`src/rtl/actuator_scheduler_if.sv`:
```
// Request/actuator bundle for actuator_scheduler.
// slave: scheduler side; master: requesters plus actuator model side.
interface actuator_scheduler_if #(
    parameter int NREQ = 4,
    parameter int DW   = 16
);
    localparam int RW = 2 * DW + 1;

    logic [NREQ-1:0]    iReq;
    logic [NREQ*DW-1:0] iData;
    logic [NREQ-1:0]    oAck;
    logic [NREQ-1:0]    oTimeout;
    logic [RW-1:0]      oResult;
    logic               oActEn;
    logic [DW-1:0]      oActData;
    logic [RW-1:0]      iActResult;
    logic               iActComplete;
    logic               oBusy;

    modport slave (
        input  iReq, iData, iActResult, iActComplete,
        output oAck, oTimeout, oResult, oActEn, oActData, oBusy
    );

    modport master (
        output iReq, iData, iActResult, iActComplete,
        input  oAck, oTimeout, oResult, oActEn, oActData, oBusy
    );
endinterface

```
`src/rtl/actuator_scheduler.sv`:
```
// Round-robin scheduler sharing one actuator among NREQ requesters.
// Ports: iClk, iRst (sync, active-high), bus (slave modport: requests,
// ack/timeout pulses, result, actuator start/operand/result/complete, busy).
module actuator_scheduler #(
    parameter int NREQ    = 4,
    parameter int DW      = 16,
    parameter int TIMEOUT = 1023
) (
    input logic               iClk,
    input logic               iRst,
    actuator_scheduler_if.slave bus
);
    localparam int RW = 2 * DW + 1;
    localparam int IW = (NREQ > 1) ? $clog2(NREQ) : 1;
    localparam int CW = $clog2(TIMEOUT + 1);

    typedef enum logic [2:0] {
        IDLE,
        ISSUE,
        ARM,
        WAIT,
        RESPOND
    } state_t;

    state_t          state_q, state_d;
    logic [IW-1:0]   ptr_q, ptr_d;
    logic [IW-1:0]   idx_q, idx_d;
    logic [CW-1:0]   cnt_q, cnt_d;
    logic [NREQ-1:0] ack_q, ack_d;
    logic [NREQ-1:0] tmo_q, tmo_d;
    logic [RW-1:0]   result_q, result_d;
    logic            act_en_q, act_en_d;
    logic [DW-1:0]   act_data_q, act_data_d;
    logic            busy_q, busy_d;

    logic            gnt_found;
    logic [IW-1:0]   gnt_idx;
    logic [IW-1:0]   cand;
    logic [DW-1:0]   gnt_data;
    logic [CW-1:0]   cnt_inc;
    logic            cnt_hit;

    // Descending walk so the lowest offset from ptr wins the grant.
    always_comb begin
        gnt_found = 1'b0;
        gnt_idx   = '0;
        cand      = '0;
        for (int i = NREQ - 1; i >= 0; i--) begin
            cand = IW'((int'(ptr_q) + i) % NREQ);
            if (bus.iReq[cand]) begin
                gnt_found = 1'b1;
                gnt_idx   = cand;
            end
        end
    end

    always_comb begin
        gnt_data = '0;
        for (int i = 0; i < NREQ; i++) begin
            if (IW'(i) == gnt_idx) begin
                gnt_data = bus.iData[i*DW +: DW];
            end
        end
    end

    assign cnt_inc = cnt_q + 1'b1;
    assign cnt_hit = (cnt_inc == CW'(TIMEOUT));

    always_comb begin
        state_d    = state_q;
        ptr_d      = ptr_q;
        idx_d      = idx_q;
        cnt_d      = cnt_q;
        act_data_d = act_data_q;
        ack_d      = '0;
        tmo_d      = '0;
        result_d   = '0;
        act_en_d   = 1'b0;

        unique case (state_q)
            IDLE: begin
                if (gnt_found) begin
                    idx_d      = gnt_idx;
                    act_data_d = gnt_data;
                    act_en_d   = 1'b1;
                    state_d    = ISSUE;
                end
            end
            ISSUE: begin
                cnt_d   = '0;
                state_d = ARM;
            end
            // Complete still high here belongs to the previous operation.
            ARM: begin
                cnt_d = cnt_inc;
                if (cnt_hit) begin
                    tmo_d[idx_q] = 1'b1;
                    state_d      = RESPOND;
                end else if (!bus.iActComplete) begin
                    state_d = WAIT;
                end
            end
            WAIT: begin
                cnt_d = cnt_inc;
                if (bus.iActComplete) begin
                    ack_d[idx_q] = 1'b1;
                    result_d     = bus.iActResult;
                    state_d      = RESPOND;
                end else if (cnt_hit) begin
                    tmo_d[idx_q] = 1'b1;
                    state_d      = RESPOND;
                end
            end
            RESPOND: begin
                ptr_d   = (idx_q == IW'(NREQ - 1)) ? '0 : idx_q + 1'b1;
                state_d = IDLE;
            end
            default: begin
                state_d = IDLE;
            end
        endcase

        busy_d = (state_d != IDLE);
    end

    always_ff @(posedge iClk) begin
        if (iRst) begin
            state_q    <= IDLE;
            ptr_q      <= '0;
            idx_q      <= '0;
            cnt_q      <= '0;
            ack_q      <= '0;
            tmo_q      <= '0;
            result_q   <= '0;
            act_en_q   <= 1'b0;
            act_data_q <= '0;
            busy_q     <= 1'b0;
        end else begin
            state_q    <= state_d;
            ptr_q      <= ptr_d;
            idx_q      <= idx_d;
            cnt_q      <= cnt_d;
            ack_q      <= ack_d;
            tmo_q      <= tmo_d;
            result_q   <= result_d;
            act_en_q   <= act_en_d;
            act_data_q <= act_data_d;
            busy_q     <= busy_d;
        end
    end

    assign bus.oAck     = ack_q;
    assign bus.oTimeout = tmo_q;
    assign bus.oResult  = result_q;
    assign bus.oActEn   = act_en_q;
    assign bus.oActData = act_data_q;
    assign bus.oBusy    = busy_q;
endmodule

```
`src/flat_wrapper.sv`:
```
// flat-port wrapper written by rule: the top's interface ports become plain ports
module actuator_scheduler_flat 
#(
    parameter int NREQ    = 4,
    parameter int DW      = 16,
    parameter int TIMEOUT = 1023
)
  (iClk, iRst, bus_iReq, bus_iData, bus_iActResult, bus_iActComplete, bus_oAck, bus_oTimeout, bus_oResult, bus_oActEn, bus_oActData, bus_oBusy);
  actuator_scheduler_if #(.NREQ(NREQ), .DW(DW)) bus_i ();
  input logic iClk;
  input logic iRst;
  input wire logic [$bits(bus_i.iReq)-1:0] bus_iReq;
  input wire logic [$bits(bus_i.iData)-1:0] bus_iData;
  input wire logic [$bits(bus_i.iActResult)-1:0] bus_iActResult;
  input wire logic [$bits(bus_i.iActComplete)-1:0] bus_iActComplete;
  output wire logic [$bits(bus_i.oAck)-1:0] bus_oAck;
  output wire logic [$bits(bus_i.oTimeout)-1:0] bus_oTimeout;
  output wire logic [$bits(bus_i.oResult)-1:0] bus_oResult;
  output wire logic [$bits(bus_i.oActEn)-1:0] bus_oActEn;
  output wire logic [$bits(bus_i.oActData)-1:0] bus_oActData;
  output wire logic [$bits(bus_i.oBusy)-1:0] bus_oBusy;
  assign bus_i.iReq = bus_iReq;
  assign bus_i.iData = bus_iData;
  assign bus_i.iActResult = bus_iActResult;
  assign bus_i.iActComplete = bus_iActComplete;
  assign bus_oAck = bus_i.oAck;
  assign bus_oTimeout = bus_i.oTimeout;
  assign bus_oResult = bus_i.oResult;
  assign bus_oActEn = bus_i.oActEn;
  assign bus_oActData = bus_i.oActData;
  assign bus_oBusy = bus_i.oBusy;
  actuator_scheduler #(.NREQ(NREQ), .DW(DW), .TIMEOUT(TIMEOUT)) u_core (.iClk(iClk), .iRst(iRst), .bus(bus_i));
endmodule
```
`config.mk`:
```
export PLATFORM = sky130hd
export DESIGN_NAME = actuator_scheduler_flat
export DESIGN_NICKNAME = d
export VERILOG_FILES = /design/src/rtl/actuator_scheduler_if.sv /design/src/rtl/actuator_scheduler.sv /design/src/flat_wrapper.sv
export SDC_FILE = /design/constraint.sdc
export NUM_CORES = 1
export LEC_CHECK = 0
export ABC_CLOCK_PERIOD_IN_PS = 2520
export CAP_MARGIN = 10
export CORE_MARGIN = 2
export CORE_UTILIZATION = 41
export CTS_BUF_LIST = sky130_fd_sc_hd__clkbuf_2
export CTS_CLUSTER_SIZE = 24
export DETAILED_ROUTE_END_ITERATION = 7
export PLACE_DENSITY = 0.84
export RECOVER_POWER = 50
export SLEW_MARGIN = 40
export SYNTH_ARGS = -nofsm -noshare
export SYNTH_HDL_FRONTEND = slang
export SYNTH_SLANG_ARGS = --single-unit
```
`constraint.sdc`:
```
create_clock -name iClk -period 2.52 [get_ports iClk]
set_clock_uncertainty 0.15 [all_clocks]
set_input_delay 0.504 -clock iClk [delete_from_list [all_inputs] [get_ports iClk]]
set_output_delay 0.504 -clock iClk [all_outputs]
set_load 0.03 [all_outputs]
```
==> flow_summary.ini, run 1 <==
[run_status]
status = finished, final reports clean

[routing]
viasPerCell = 5.02
initialDrtViolationCount = 110
antenna_left = 0
drc = 0
routed_wl_mm = 8.54
drt-wirelength-per-cell_um = 14.5
num_vias = 2965
dr.pass1.iters = 4

[logic_synthesis]
synth_top_area_frac = 0.470
ys_async_sr_fraction = 0
syn-cell-area_um2 = 3240
avgSynthCellArea_um2 = 9.94
synth_nets = 436
synth_ff_type = dfxtp_1
syn_inst = 326
synth_edf_count = 0
ys_ff_latch = 76
synthTopCellsByCount = dfxtp_1, and2_1, mux2i_1
yosys_warnings = 0
yosysTopAreaCell = dfxtp_1
ys_seq_area_frac = 0.470
synth.distinct_cells = 42
synth.most_common_cell = dfxtp_1
synth_area_leaders = dfxtp_1, mux2i_1, and2_1

[worst_setup_path]
crit_path_max_fanout = 2
crit_chain = clkdlybuf4s50_1
cp_slowest_stage_delay_ns = 0.70
slowest_stage = clkdlybuf4s50_1
worst-path-stages = 1
path_class = reg -> out
startpoint_type = flip-flop
cp-end-kind = output port
worstPathArrival_ns = 1.65
reg2reg_depth = 6
required_ns = 1.87
critical-path-top-delay-family = buffers and inverters
crit_buf_inv = 1

[timing]
min_period_ns = 2.30
rsz0062_at_grt = false
drv_slew = 0
slew-limit-headroom = 0.573
fin_crit_sh = 0.914
clock.fmax_ghz = 0.434
tightest_slew_ns = 0.635
finalSetupViolCount = 0
hold_violations = 0
finalSetupTns_ns = 0

[floorplanning]
pin_count = 163
die_w_um = 92.9
die_area_um2 = 8630
fp.dieH_um = 92.9
coreArea_um2 = 7690
initial_utilization = 0.421
num_rows = 32

[pwr]
p_int_mw = 1.85
ir_drop_v = 0.000285
p_leak_nw = 1.88
p_comb_frac = 0.290
p_sw_frac = 0.344
p_per_area_nw_per_um2 = 565
pwr-share-seq = 0.492
power_mw = 2.82
pwr-share-clk = 0.218
p_switching_mw = 0.970

[clock_network]
cts_buffers = 9
path_clk_slew_ns = 0.24
hold_buffers = 0
postCtsResizedCells = 0
cts_buffer_depth = 2
insertion_delay_ns = 0.53
cts_tree = done
cts-htree-levels = 3
clock-sinks = 76
post_cts_buffers = 0
cts_root_buf = clkbuf_2

[finish]
nets = 594
layout-drive-gt1-share = 0.0716
area_growth_pct = 54.3
antenna_cells = 0
finalNonFillerCells = 591
final_core_util = 0.650

[global_route]
antenna_found_initial = 0
gr-usage-all-layers = 0.193
grt_pass1_wl_mm = 13.2
grt_max_degree = 38
grt_pass1_vias = 2758
overflow = 0

[placed_design]
port_buffers = 162
dp_hpwl_mm = 6.50
dp.cells = 575
place.gp.congestion = 0.849

[worst_hold_path]
hold_depth = 2
hold_class = in -> reg

[run]
maxCapViolCount = 0
[power groups by stage]
stage | clock [mW] | combinational (mW) | sequential, mW
3_5_place_dp | 0 | 0.831 | 1.41
2_1_floorplan | 0 | 0.277 | 1.54
5_1_grt | 0.688 | 0.872 | 1.40
6_report | 0.616 | 0.819 | 1.39
4_1_cts | 0.627 | 0.832 | 1.39
3_3_place_gp | 0 | 0.811 | 1.41
[layer usage]
layer / global-route usage / share of wire
met1: 0.240 / 0.41
met2: 0.318 / 0.49
met3: 0.0423 / 0.072
met4: 0.0919 / 0.031
met5: 0 / 0
[flip-flops by register name, summed over array words and instances, names as in the netlist]
register             cells
u_core.idx_q             2
u_core.bus.oAck          4
u_core.state_q           3
u_core.bus.oResult      33
u_core.bus.oActEn        1
u_core.bus.oBusy         1
u_core.bus.oTimeout      4
u_core.ptr_q             2
u_core.bus.oActData     16
u_core.cnt_q            10
[cells by family (layout without fill, tap and decap cells)]
| logic type | count (synthesis) | after routing | synth area share |
|---|---|---|---|
| buffers and inverters | 29 | 192 | 0.0595 |
| muxes | 37 | 37 | 0.115 |
| adders and majority gates | 6 | 6 | 0.0232 |
| AOI/OAI and AO/OA | 52 | 52 | 0.116 |
| and+or+nand+nor | 126 | 126 | 0.216 |
| DFF | 76 | 76 | 0.470 |
[cell type report]
type | count | area [um^2]
inverter | 7 | 26.3
tap | 102 | 128
timing repair buffer | 169 | 1710
sequential | 76 | 1520
clock buffer | 9 | 45.0
clock inverter | 7 | 60.1
fill | 628 | 2690
multi-input combinational | 221 | 1510
[per-stage QoR]
| step | hold slack [ns] | worst slack, ns | area, um^2 |
|---|---|---|---|
| after floorplan | 0.330 | 0.674 | 3240 |
| after global placement | 0.295 | 0.141 | 4930 |
| after detailed placement | 0.306 | 0.00479 | 4930 |
| after CTS | 0.304 | 0.204 | 5030 |
| after global routing | 0.270 | 0.131 | 5000 |
| final | 0.331 | 0.216 | 5000 |
[final timing paths]
| check | startpoint | end | slack [ns] |
|---|---|---|---|
| min reg2reg | u_core.bus.oActData[5] | u_core.bus.oActData[5] | 0.35 |
| min | bus_iActResult[4] | u_core.bus.oResult[4] | 0.33 |
| max reg2reg | u_core.ptr_q[1] | u_core.bus.oActData[2] | 0.33 |
| max | u_core.bus.oActData[12] | bus_oActData[12] | 0.22 |
[placed cells by master, fill, tap and decap left out, types with 2 or more instances in the layout]
cell and count:
dfxtp_1 76, o21ai_0 6, mux2i_1 35, nand2_1 30, inv_6 2, mux2_2 2, nand3_1 5, clkbuf_2 11
nor3_1 5, nor3b_1 2, and2_1 28, clkinvlp_4 3, o31ai_1 3, a21oi_1 12, o221ai_1 16, nor4_1 5
a22oi_1 5, inv_1 7, o211ai_1 2, buf_4 2, buf_12 3, and3_1 6, nand4_1 3, a21o_2 2
nand2b_1 5, and2_0 11, clkdlybuf4s50_1 161, nor2_1 17, ha_1 6
(Power assumes the default switching activity.)
==> inputs of run 2 (changes only) <==
--- a/config.mk
+++ b/config.mk
@@ -12,6 +12,7 @@
 export CTS_BUF_LIST = sky130_fd_sc_hd__clkbuf_2
 export CTS_CLUSTER_SIZE = 24
 export DETAILED_ROUTE_END_ITERATION = 7
+export MAX_ROUTING_LAYER = met4
 export PLACE_DENSITY = 0.84
 export RECOVER_POWER = 50
 export SLEW_MARGIN = 40
==> run 2 against run 1 <==
Effect of this change:
- utilization is the same
- final cell count is the same
- largest power group unchanged
- sequential power about the same
- setup slack worse by 0.0027 ns
- sequential share of layout area unchanged
- final area stayed put
- register-to-register slack better by 0.02 ns
- non-clock buffer count unchanged
- clock power about the same
- global-route usage increased by 0.53 points
- count of clock-buffer cells in the layout is the same
==> flow_summary.ini, run 2 (synthesized netlist as in run 1, its figures left out) <==
[run_status]
status = finished, final reports clean

[pwr]
ir_drop_v = 0.000286
p_sw_frac = 0.344
pwr-share-seq = 0.491
p_per_area_nw_per_um2 = 566
p_leak_nw = 1.88
pwr-share-clk = 0.219
p_comb_frac = 0.290
p_int_mw = 1.85
p_switching_mw = 0.973

[worst_setup_path]
worstPathArrival_ns = 1.65
path_class = reg -> out
startpoint_type = flip-flop
regToRegStartpoint = u_core.ptr_q[1]
critical-path-top-delay-family = buffers and inverters
crit_chain = clkdlybuf4s50_1
r2r-end = u_core.bus.oActData[2]
required_ns = 1.87
r2r_slack_ns = 0.35
crit_path_max_fanout = 2
reg2reg_depth = 6
slowest_stage = clkdlybuf4s50_1
crit_buf_inv = 1
cp_slowest_stage_delay_ns = 0.70
cp-end-kind = output port

[floorplanning]
num_rows = 32
die_w_um = 92.9
pin_count = 163
coreArea_um2 = 7690
die_area_um2 = 8630
initial_utilization = 0.421
fp.dieH_um = 92.9

[timing]
hold_violations = 0
clock.fmax_ghz = 0.433
tightest_slew_ns = 0.638
finalSetupTns_ns = 0
finalSetupViolCount = 0
whs_ns = 0.327
slew-limit-headroom = 0.571
min_period_ns = 2.31
fin_crit_sh = 0.915
rsz0062_at_grt = false
drv_slew = 0

[clock_network]
cts_root_buf = clkbuf_2
cts_buffer_depth = 2
insertion_delay_ns = 0.53
cts_buffers = 9
post_cts_buffers = 0
cts-htree-levels = 3
cts_tree = done
postCtsResizedCells = 0
hold_buffers = 0
clock-sinks = 76
path_clk_slew_ns = 0.25

[global_route]
gr-usage-all-layers = 0.199
overflow = 0
grt.busiest_layer = met2
grt_pass1_vias = 2756
grt.met2_usage = 0.318
grt_pass1_wl_mm = 13.2
met1_usage = 0.242
met3_usage = 0.0391
antenna_found_initial = 0
grt_max_degree = 38

[finish]
nets = 594
layout-drive-gt1-share = 0.0716
layout_common_cells = clkdlybuf4s50_1, dfxtp_1, mux2i_1, nand2_1, and2_1
multi_input_area_um2 = 1510
finalNonFillerCells = 591
largest_reg_flops = 33
fillers = 628
seq_area_um2 = 1520
area_growth_pct = 54.3
antenna_cells = 0
layout_commonest_cell = clkdlybuf4s50_1

[routing]
drc = 0
viasPerCell = 5.03
drt-wirelength-per-cell_um = 14.5
num_vias = 2972
initialDrtViolationCount = 109
antenna_left = 0
routed_wl_mm = 8.55
dr.pass1.iters = 4

[placed_design]
place.gp.congestion = 0.862
dp_hpwl_mm = 6.50
port_buffers = 162
dp.cells = 575

[worst_hold_path]
hold_class = in -> reg
hold_depth = 2
holdCritStartpoint = bus_iActResult[4]
holdPathEnd = u_core.bus.oResult[4]

[run]
maxCapViolCount = 0
[run 2: cell counts in the layout (fill, tap and decap cells not counted)]
No cell type changed its count.
[run 2: power by group through the flow]
stage,Clock [mW],Sequential (mW),Combinational (mW)
finish,0.618,1.39,0.820
global route,0.688,1.40,0.872
CTS,0.627,1.39,0.832
detailed placement,0,1.41,0.831
global placement,0,1.41,0.811
floorplan,0,1.54,0.277
[run 2: area by class of cell]
| type | instances | area share |
|---|---|---|
| clock inverter | 7 | 0.0120 |
| sequential | 76 | 0.304 |
| inverter | 7 | 0.00526 |
| timing repair buffer | 169 | 0.341 |
| tap | 102 | 0.0255 |
| clock buffer | 9 | 0.00901 |
| multi-input combinational | 221 | 0.302 |
[run 2: routing by layer]
metal	routed length (um)	part of all wire
met2	4210	0.49
met1	3480	0.41
met5	0	0
met4	251	0.029
met3	617	0.072
[run 2: worst max path at each step]
stage / startpoint / end / slack [ns] / cells past startpoint
2_1_floorplan: bus_iReq[0] / u_core.bus.oActData[10] / 0.67 / 7
3_3_place_gp: bus_iReq[0] / u_core.bus.oActData[15] / 0.14 / 8
3_5_place_dp: bus_iReq[0] / u_core.bus.oActData[2] / 0.005 / 8
4_1_cts: u_core.bus.oActData[15] / bus_oActData[15] / 0.20 / 1
5_1_grt: bus_iReq[0] / u_core.bus.oActData[2] / 0.13 / 8
6_report: u_core.bus.oActData[12] / bus_oActData[12] / 0.21 / 1
[run 2: stage by stage]
step	power, mW	area [um^2]	worst slack, ns	util
after global placement	2.22	4930	0.141	0.641
after CTS	2.85	5030	0.204	0.654
final	2.83	5000	0.213	0.650
after floorplan	1.82	3240	0.674	-
after global routing	2.96	5000	0.131	0.650
after detailed placement	2.24	4930	0.00479	0.641
==> inputs of run 3 (changes only) <==
--- a/config.mk
+++ b/config.mk
@@ -5,15 +5,15 @@
 export SDC_FILE = /design/constraint.sdc
 export NUM_CORES = 1
 export LEC_CHECK = 0
-export ABC_CLOCK_PERIOD_IN_PS = 2520
+export ABC_CLOCK_PERIOD_IN_PS = 2100
 export CAP_MARGIN = 10
 export CORE_MARGIN = 2
-export CORE_UTILIZATION = 41
+export CORE_UTILIZATION = 37
 export CTS_BUF_LIST = sky130_fd_sc_hd__clkbuf_2
 export CTS_CLUSTER_SIZE = 24
 export DETAILED_ROUTE_END_ITERATION = 7
 export MAX_ROUTING_LAYER = met4
-export PLACE_DENSITY = 0.84
+export PLACE_DENSITY = 0.8
 export RECOVER_POWER = 50
 export SLEW_MARGIN = 40
 export SYNTH_ARGS = -nofsm -noshare
==> constraint.sdc (replaced) <==
create_clock -name iClk -period 2.1 [get_ports iClk]
set_clock_uncertainty 0.15 [all_clocks]
set_input_delay 0.42 -clock iClk [delete_from_list [all_inputs] [get_ports iClk]]
set_output_delay 0.42 -clock iClk [all_outputs]
set_load 0.03 [all_outputs]
==> run 3 against run 2 <==
Effect of this change:
- total power up 18%
- die area up 10%
- final area is essentially flat
- critical path depth grew 4
- first-iteration DRC count grew 7.3%
- worst hold slack worse by 0.040 ns
- global-route usage is 2.1 points lower
- register-to-register slack got worse by 0.21 ns
- count of clock-buffer cells in the layout stayed put
- sequential power rose by 19%
==> flow_summary.ini, run 3 (synthesized netlist as in run 1, its figures left out) <==
[pwr]
p_sw_frac = 0.345
p_comb_frac = 0.287
p_switching_mw = 1.15
p_int_mw = 2.18
p_per_area_nw_per_um2 = 666
ir_drop_v = 0.000309
pwr-share-clk = 0.218
pwr-share-seq = 0.495
power_mw = 3.33
p_leak_nw = 2.18

[global_route]
grt_pass1_wl_mm = 13.6
grt.busiest_layer = met2
antenna_found_initial = 0
overflow = 0
grt.met2_usage = 0.292
grt_max_degree = 38
gr-usage-all-layers = 0.178
grt_pass1_vias = 2986
met1_usage = 0.213
met3_usage = 0.0374

[clock_network]
cts_buffer_depth = 2
cts_tree = done
clock-sinks = 76
insertion_delay_ns = 0.49
path_clk_slew_ns = 0.25
cts_buffers = 9
cts_root_buf = clkbuf_2
cts-htree-levels = 3

[finish]
area_growth_pct = 54.4
fillers = 757
final_core_util = 0.582
layout-drive-gt1-share = 0.0980
largest_reg_flops = 33
layout_commonest_cell = clkdlybuf4s50_1
nets = 605
layout_common_cells = clkdlybuf4s50_1, dfxtp_1, dlygate4sd2_1, mux2i_1, and2_1
antenna_cells = 0

[routing]
drt-wirelength-per-cell_um = 13.7
dr.pass1.iters = 4
num_vias = 2970
routed_wl_mm = 8.35
antenna_left = 0
drc = 0
viasPerCell = 4.88
initialDrtViolationCount = 117

[floorplanning]
coreArea_um2 = 8590
die_w_um = 97.6
num_rows = 34
initial_utilization = 0.377
fp.dieH_um = 97.6
pin_count = 163
die_area_um2 = 9520

[run]
maxCapViolCount = 0

[timing]
clock.fmax_ghz = 0.510
slew-limit-headroom = 0.601
hold_violations = 0
tightest_slew_ns = 0.599
min_period_ns = 1.96
rsz0062_at_grt = false
drv_slew = 0
fin_crit_sh = 0.934
finalSetupViolCount = 0

[worst_hold_path]
hold_class = in -> reg

[worst_setup_path]
cp-end-kind = flip-flop
crit_path_max_fanout = 10
path_class = reg -> reg
startpoint_type = flip-flop
required_ns = 2.38
worstPathArrival_ns = 2.24
r2r_slack_ns = 0.14

[run_status]
status = finished, final reports clean

[placed_design]
port_buffers = 162
place.gp.congestion = 0.850
dp_hpwl_mm = 6.45
==> run 3: cell count changes in the layout (fill, tap and decap cells not counted), sizes merged <==
cell	change
dlygate4sd2	+56
buf	+10
inv	+1
clkinvlp	-1
clkdlybuf4s50	-59
clkbuf	+4
==> run 3: area by class of cell <==
| cell class | instances | area, um^2 | share of cell area |
|---|---|---|---|
| Sequential cell | 76 | 1520 | 0.305 |
| Inverter | 7 | 26.3 | 0.00525 |
| Clock inverter | 7 | 55.1 | 0.0110 |
| Clock buffer | 9 | 45.0 | 0.00901 |
| Timing Repair Buffer | 180 | 1680 | 0.335 |
| Tap cell | 108 | 135 | 0.0270 |
| Multi-Input combinational cell | 221 | 1540 | 0.308 |
==> run 3: what timing repair did <==
item | 4_1_cts | 5_1_grt
resized for setup | 56 | 7
endpoints found under the setup margin | 56 | 10
buffers inserted | 0 | 0
hold buffers | 0 | 0
pin swaps | 0 | 1
==> run 3: metal layers <==
layer	vias to the layer above	share of wire
li1	1477	-
met1	1354	0.43
met2	129	0.49
met3	10	0.062
met4	0	0.015
met5	-	0
==> run 3: power groups by stage <==
stage / registers, mW / logic [mW] / clock network [mW]
global route: 1.67 / 1.03 / 0.835
detailed placement: 1.67 / 1.04 / 0
global placement: 1.67 / 1.02 / 0
CTS: 1.64 / 0.976 / 0.768
floorplan: 1.85 / 0.332 / 0
finish: 1.65 / 0.955 / 0.727
==> run 3: worst max-delay path, stage by stage, from the launching register on <==
cell and delay (ns):
dfxtp_1 0.53, and3_1 0.31, a311o_1 0.19, o31ai_1 0.10, nor4_4 0.41, and3_1 0.21
==> run 3: worst paths after layout <==
kind                                              from                      to  cells past startpoint
worst min-delay path                 bus_iActResult[1]   u_core.bus.oResult[1]                      2
worst max-delay path                   u_core.cnt_q[2]  u_core.bus.oTimeout[0]                      5
worst max register to register         u_core.cnt_q[2]  u_core.bus.oTimeout[0]                      5
worst min register to register  u_core.bus.oActData[8]  u_core.bus.oActData[8]                      2
==> run 3: through the flow <==
step | TNS, ns | instance area, um^2 | hold WS, ns | instances | setup WS, ns
3_5_place_dp | -4.03 | 4990 | 0.302 | 592 | -0.265
6_report | 0 | 5000 | 0.287 | 608 | 0.139
2_1_floorplan | 0 | 3240 | 0.330 | 326 | 0.338
5_1_grt | 0 | 5000 | 0.233 | 608 | 0.0178
3_3_place_gp | -2.73 | 4990 | 0.293 | 592 | -0.183
4_1_cts | 0 | 5020 | 0.241 | 608 | 0.00235
